$ cat config.mk
export PLATFORM = sky130hd
export DESIGN_NAME = grad_img_sender
export DESIGN_NICKNAME = d
export VERILOG_FILES = /design/src/rtl/grad_img_sender.sv
export SDC_FILE = /design/constraint.sdc
export NUM_CORES = 1
export LEC_CHECK = 0
export ABC_AREA = 1
export CAP_MARGIN = 30
export CORE_UTILIZATION = 55
export DETAILED_ROUTE_END_ITERATION = 8
export PLACE_DENSITY = 0.81
export SLEW_MARGIN = 20
export SYNTH_ARGS = -nofsm -noshare
export SYNTH_HDL_FRONTEND = slang
export SYNTH_SLANG_ARGS = --single-unit
$ cat constraint.sdc
create_clock -name clk_in -period 2.3 [get_ports clk_in]
set_input_delay 0.69 -clock clk_in [delete_from_list [all_inputs] [get_ports clk_in]]
set_output_delay 0.69 -clock clk_in [all_outputs]
set_load 0.02 [all_outputs]
$ cat src/rtl/grad_img_sender.sv
// grad_img_sender: streams the X then Y gradient BRAM images over an 8N1 UART, LSB first.
// Define GRAD_SYNC_HEADER_EN to prefix each plane with the sync bytes 0xA5, 0x5A.
module grad_img_sender #(
    parameter int WIDTH           = 64,
    parameter int HEIGHT          = 64,
    parameter int BIT_DEPTH       = 8,
    parameter int CLOCKS_PER_BAUD = 50
) (
    input  logic                              clk_in,
    input  logic                              rst_in,
    input  logic                              start_in,
    output logic [$clog2(WIDTH*HEIGHT)-1:0]   x_read_addr,
    input  logic [BIT_DEPTH-1:0]              x_pixel_in,
    output logic [$clog2(WIDTH*HEIGHT)-1:0]   y_read_addr,
    input  logic [BIT_DEPTH-1:0]              y_pixel_in,
    output logic                              tx,
    output logic                              busy,
    output logic                              done
);
    localparam int N  = WIDTH * HEIGHT;
    localparam int AW = $clog2(N);
`ifdef GRAD_SYNC_HEADER_EN
    localparam int TOTAL = 2 * N + 4;
`else
    localparam int TOTAL = 2 * N;
`endif
    localparam int FW = $clog2(TOTAL);
    localparam int BW = $clog2(CLOCKS_PER_BAUD);

    typedef enum logic [1:0] {IDLE, PRIME, SEND, FINISH} state_t;

    state_t               r_state, w_next_state;
    logic [AW-1:0]        r_addr;
    logic                 r_plane;
    logic [BW-1:0]        r_baud;
    logic [3:0]           r_bit;
    logic [9:0]           r_shift;
    logic [FW-1:0]        r_frames;
    logic                 w_bit_end, w_frame_end, w_load, w_is_pix;
    logic [BIT_DEPTH-1:0] w_pixel, w_byte;
`ifdef GRAD_SYNC_HEADER_EN
    logic [1:0]           r_hdr;
    assign w_is_pix = r_hdr == 2'd2;
    assign w_byte   = (r_hdr == 2'd0) ? 8'hA5 : (r_hdr == 2'd1) ? 8'h5A : w_pixel;
`else
    assign w_is_pix = 1'b1;
    assign w_byte   = w_pixel;
`endif

    assign w_pixel     = r_plane ? y_pixel_in : x_pixel_in;
    assign x_read_addr = r_plane ? '0 : r_addr;
    assign y_read_addr = r_plane ? r_addr : '0;
    assign tx          = (r_state == SEND) ? r_shift[0] : 1'b1;
    assign busy        = (r_state == PRIME) || (r_state == SEND);
    assign done        = r_state == FINISH;
    assign w_bit_end   = r_baud == BW'(CLOCKS_PER_BAUD - 1);
    assign w_frame_end = w_bit_end && (r_bit == 4'd9);

    always_ff @(posedge clk_in or negedge rst_in) begin
        if (!rst_in) r_state <= IDLE;
        else         r_state <= w_next_state;
    end

    // PRIME waits out the 2-cycle BRAM latency for address 0 before loading byte 0
    always_comb begin
        w_next_state = r_state;
        w_load       = 1'b0;
        case (r_state)
            IDLE:   w_next_state = start_in ? PRIME : IDLE;
            PRIME:  begin
                w_load       = r_baud == BW'(2);
                w_next_state = w_load ? SEND : PRIME;
            end
            SEND:   begin
                w_load       = w_frame_end && (r_frames != FW'(TOTAL - 1));
                w_next_state = (w_frame_end && !w_load) ? FINISH : SEND;
            end
            FINISH: w_next_state = IDLE;
        endcase
    end

    // Address advances right after each pixel load, so the next pixel is ready long before the frame ends
    always_ff @(posedge clk_in or negedge rst_in) begin
        if (!rst_in) begin
            r_addr   <= '0;
            r_plane  <= 1'b0;
            r_baud   <= '0;
            r_bit    <= '0;
            r_shift  <= '1;
            r_frames <= '0;
`ifdef GRAD_SYNC_HEADER_EN
            r_hdr    <= '0;
`endif
        end else if (r_state == IDLE) begin
            r_addr   <= '0;
            r_plane  <= 1'b0;
            r_baud   <= '0;
            r_bit    <= '0;
            r_frames <= '0;
`ifdef GRAD_SYNC_HEADER_EN
            r_hdr    <= '0;
`endif
        end else begin
            r_baud <= (w_load || w_bit_end) ? '0 : r_baud + 1'b1;
            if (w_load) begin
                r_shift <= {1'b1, w_byte, 1'b0};
                r_bit   <= '0;
                if (r_state == SEND) r_frames <= r_frames + 1'b1;
                if (w_is_pix) begin
                    r_addr <= (r_addr == AW'(N - 1)) ? '0 : r_addr + 1'b1;
                    if (r_addr == AW'(N - 1)) r_plane <= 1'b1;
`ifdef GRAD_SYNC_HEADER_EN
                    if (r_addr == AW'(N - 1)) r_hdr <= '0;
                end else begin
                    r_hdr <= r_hdr + 1'b1;
`endif
                end
            end else if (w_bit_end && r_state == SEND) begin
                r_shift <= {1'b1, r_shift[9:1]};
                r_bit   <= r_bit + 4'd1;
            end
        end
    end
endmodule

Word level (Yosys, flattened, before mapping)
Cells that the tools add are included.
{"block": "totals", "elab_cells": 61, "inputBits": 19, "register_bits": 48}
{"block": "op_classes", "eq_ne": 8, "mux": 25, "n_bitwise": 1, "n_reduce_logical": 16, "n_addsub": 4}
{"cell": "12-bit two-way mux", "count": 5}
{"cell": "13-bit two-way mux", "count": 3}
{"cell": "10-bit two-way mux", "count": 2}
{"cell": "13-bit by 1-bit adder with 13-bit output (second input constant)", "count": 1}
{"cell": "13-bit inequality test (second input constant)", "count": 1}
{"cell": "12-bit by 1-bit adder with 12-bit output (second input constant)", "count": 1}
{"cell": "12-bit == test (second input constant)", "count": 1}
{"cell": "4-bit two-way mux", "count": 3}
{"cell": "6-bit two-way mux", "count": 2}
{"cell": "8-bit two-way mux", "count": 1}
{"cell": "2-bit case mux with 4 select lines", "count": 1}
{"cell": "2-bit nonzero test", "count": 4}
{"cell": "6-bit by 1-bit adder with 6-bit output (second input constant)", "count": 1}
{"cell": "6-bit by 2-bit == test with 1-bit output (second input constant)", "count": 1}
{"cell": "6-bit == test (second input constant)", "count": 1}
{"cell": "1-bit two-way mux", "count": 6}
{"cell": "2-bit AND reduction", "count": 3}
{"cell": "4-bit by 1-bit adder with 4-bit output (second input constant)", "count": 1}
{"cell": "2-bit == test (second input constant)", "count": 2}
{"cell": "4-bit == test (second input constant)", "count": 1}
{"cell": "1-bit logical AND", "count": 4}
{"cell": "3-bit nonzero test", "count": 1}
{"cell": "2-bit by 1-bit == test with 1-bit output (second input constant)", "count": 1}
{"cell": "2-bit zero test", "count": 1}
{"cell": "5 further kinds", "count": 6}

Logic depth before layout (Yosys ltp)
{"block": "logic_depth", "ltp_word": 7, "ltp_mapped": 14, "ltp_nobuf": 13}

Worst setup path before layout
OpenSTA, ideal clock, no wires.
{"block": "synth_path", "path_type": "register to output", "start": "register r_plane", "end": "output port y_read_addr[10]", "arrival_ns": 1.286, "stages_incl_launch_ff": 6, "slack_ns": 0.324, "path_cell_list": "dfrtp_1 -> clkbuf_1 -> clkbuf_1 -> clkbuf_1 -> nand2_1 -> inv_1"}
{"block": "synth_via", "elab_chain_cells": 1}
{"item": "start, declared", "line_no": "34", "text": "logic r_plane;"}
{"item": "start signal, assigned", "line_no": "86", "text": "r_plane <= 1'b0;"}
{"item": "start signal, assigned", "line_no": "96", "text": "r_plane <= 1'b0;"}
{"item": "start signal, assigned", "line_no": "111", "text": "if (r_addr == AW'(N - 1)) r_plane <= 1'b1;"}
{"item": "12-bit two-way mux", "line_no": "52", "text": "assign y_read_addr = r_plane ? r_addr : '0;"}
{"item": "end, declared", "line_no": "14", "text": "output logic [$clog2(WIDTH*HEIGHT)-1:0] y_read_addr,"}
Every way passes these cells.

Final worst setup path
{"block": "layout_path", "start": "register r_plane", "end": "output port y_read_addr[8]"}
The elaborated chain is that of the path after synthesis.

==> results.md <==
- Nature of the critical path startpoint: register
- Syn avg cell area: 7.307 um^2
- Global route overflow: 0
- Async SR Flop Fraction: 1.000
- Detailed Place HPWL: 5163 um
- Combinational power share: 0.412
- Vias per cell: 5.128
- Mapped Area: 0.003062 mm^2
- Dpl cell area: 0.003602 mm^2
- CP max FO: 25
- Max layer used: met4
- Clock Power Share: 0.190
- Global Route Usage Sum: 0.2457
- Cells after Synth: 419
- Die Ht: 76.61 um
- Most common cell in the netlist: nand2_1
- Fin. Hold Viols: 0
- Drt drc: 0
- P_int: 1.590 mW
- Cell area after layout: 0.003745 mm^2
- Crit Path Class: reg -> out
- CP top delay family: buffers and inverters
- Clock Sinks: 47
- Vias in the first global route: 2637
- Final setup vio count: 0
- Minimum clock period: 2.249 ns
- Die area: 0.005869 mm^2
- Share of cells above drive strength 1: 0.1154
- Io pins: 46
- Wl on met1: 3211 um
- Syn. warnings: 0
- Via count: 2759
- DR WL/cell: 13.10 um
- Endpoint class of the critical path: output port
- First-pass DRT Iterations: 4
- Hold Path Class: in -> async
- Max H-tree Level: 2
- Ranking of synthesized cells by area: dfrtp_1 31%, nand2_1 18%, dfstp_2 7.7%
- PortBufs: 45
- Layout Area Growth over Synthesis: 22.31%
- Number of enable flip-flop cells after synthesis: 0
- Fin cells: 538
- Post-layout util: 0.7150
- Final wirelength: 7046 um
- Place WS: 0.1043 ns
- Post-synthesis net count: 449
- RePlAce Congestion: 0.9019
- Slew @ Worst Pin: 0.5389 ns
- Violation count after the first detailed-route iteration: 246
- Synth cell count leaders: 143 x nand2_1, 45 x inv_1, 42 x nand3_1
- Number of cells after detailed placement: 530
- Post-CTS Setup Bufs: 0
- WP buf/inv: 3
- CTS tree: done
- CTS Buffer Depth: 2
- Status: completed
- Worst VDD drop: 0.7518 mV
- Initial antenna violation count: 0
- Clock Root Buffer: clkbuf_8
- Area share of the largest cell type after synthesis: 0.3106
- Antenna diodes: 0
- Sequential share of the synthesized area: 0.3878
- Synth area leader: dfrtp_1
- Final period utilization: 0.9780
- Sw Share: 0.4217
- Critical Path, Cell by Cell: buf_6 > nand2_1 > inv_1 > clkdlybuf4s50_1
- Fin worst setup slack: 0.05069 ns
- Core Area: 0.005238 mm^2
- Net switching power of the design: 1.159 mW
- Relative slew slack: 0.6407
- Antenna Violating Nets Remaining: 0
- Met2 routed WL: 3499 um
- Max Fclk: 444.6 MHz
- Reg clk slew, reported paths: 0.09 ns
- P_leak: 2.199 nW
- Clock latency on the worst-skew pair: 0.30 ns
- Ys flop type: dfrtp_1
- Die width: 76.61 um
- Hold WS: 0.3637 ns
- Num CTS Buffers: 5
- Req. time, crit path: 1.61 ns
- First-pass GRT wire length: 11700 um
- Final clock skew: 0.006529 ns
- Number of distinct library cells after synthesis: 37
- Initial core utilization: 0.5846
- Max Slew Vio Count: 0
- Rows: 26
- R2R setup slack: 0.19 ns
- Worst path max stage delay: 0.59 ns
- Worst path slowest cell: clkdlybuf4s50_1
- Largest net degree at the start of global routing: 28
- Worst Path Arrival: 1.56 ns
- Power share of the sequential group: 0.399
- Post-synthesis sequential element count: 47
- Fin nets: 497
- Met3 wire length: 262 um
- Max-Cap Viols: 0
- P per Cell Area: 734.1 mW/mm^2
## path summary, 6_finish.rpt
path	startpoint	endpoint	cells after the start
setup / recovery	r_plane	y_read_addr[8]	4
hold / removal	rst_in	r_addr[4]	1
setup reg to reg	r_baud[1]	r_baud[4]	13
hold reg to reg	r_shift[4]	r_shift[4]	2
max in group asynchronous	rst_in	r_shift[1]	2
min in group clk_in	r_shift[4]	r_shift[4]	2
## area by class of cell
| cell class | count | area [um^2] |
|---|---|---|
| Clock inverter | 2 | 11.26 |
| Sequential cell | 47 | 1190 |
| Inverter | 49 | 185.2 |
| Fill cell | 414 | 1493 |
| Multi-Input combinational cell | 312 | 1633 |
| Clock buffer | 6 | 82.58 |
| Timing Repair Buffer | 52 | 555.5 |
| Tap cell | 70 | 87.58 |
## per-layer routing
metal | GRT usage | vias to the layer above
li1 | - | 1404
met2 | 0.4144 | 52
met3 | 0.03952 | 9
met4 | 0.06538 | 0
met5 | 0 | -
met1 | 0.3272 | 1294
## power groups by stage
stage / Combinational, mW / Sequential [mW] / Clock [mW]
floorplan: 0.853 / 1.08 / 0
global placement: 1.10 / 1.10 / 0
detailed placement: 1.13 / 1.11 / 0
CTS: 1.13 / 1.09 / 0.537
global route: 1.26 / 1.11 / 0.565
finish: 1.13 / 1.10 / 0.521
## metrics by stage
| stage | setup TNS, ns | power [mW] |
|---|---|---|
| after floorplan | 0 | 1.932 |
| after global placement | 0 | 2.199 |
| after detailed placement | 0 | 2.243 |
| after CTS | 0 | 2.760 |
| after global routing | -0.001274 | 2.934 |
| final | 0 | 2.749 |
## cells by family after synthesis
logic type               share of synthesized area
XOR/XNOR                                   0.04863
flip-flops                                  0.3878
adder cells (fa/ha/maj)                    0.04495
AND/OR/NAND/NOR                             0.3866
AO/OA/AOI/OAI                              0.04986
buffers and inverters                      0.07887
multiplexers                              0.003269
## placed cells by master, fill, tap and decap left out, types with 2 or more instances in the layout
cell	count
nand2_1	143
inv_1	44
nand3_1	42
nor2_1	39
dfrtp_1	36
clkdlybuf4s50_1	23
dlymetal6s2s_1	19
xor2_1	15
ha_1	11
o21ai_1	9
dfstp_2	9
nor3_1	7
o21ai_0	6
clkbuf_8	6
a21oi_1	5
buf_4	5
inv_2	4
nand4_1	4
nor2_4	3
nand2_2	3
nand3b_1	2
nand3_2	2
nand2_4	2
nand2_8	2
nor3b_1	2
xnor2_1	2
or2_2	2
o21ai_2	2
dfrtp_2	2
## registers in the layout, indices dropped and copies added, names as in the netlist, named ones only
name,count
r_frames,13
r_addr,12
r_baud,6
r_shift,9
r_state,1
r_bit,4
r_plane,1
## what timing repair did
action,4_1_cts,5_1_grt
gates resized for setup,4,24
hold buffers,0,0
setup endpoints to repair,6,21
## worst reg2reg max path: cells and delay by family, from the launching register on
family / cells / cell delay (ns)
and+or+nand+nor: 10 / 1.16
DFF: 1 / 0.42
buffers and inverters: 2 / 0.29
adders and majority gates: 1 / 0.13
(Power assumes the default switching activity.)
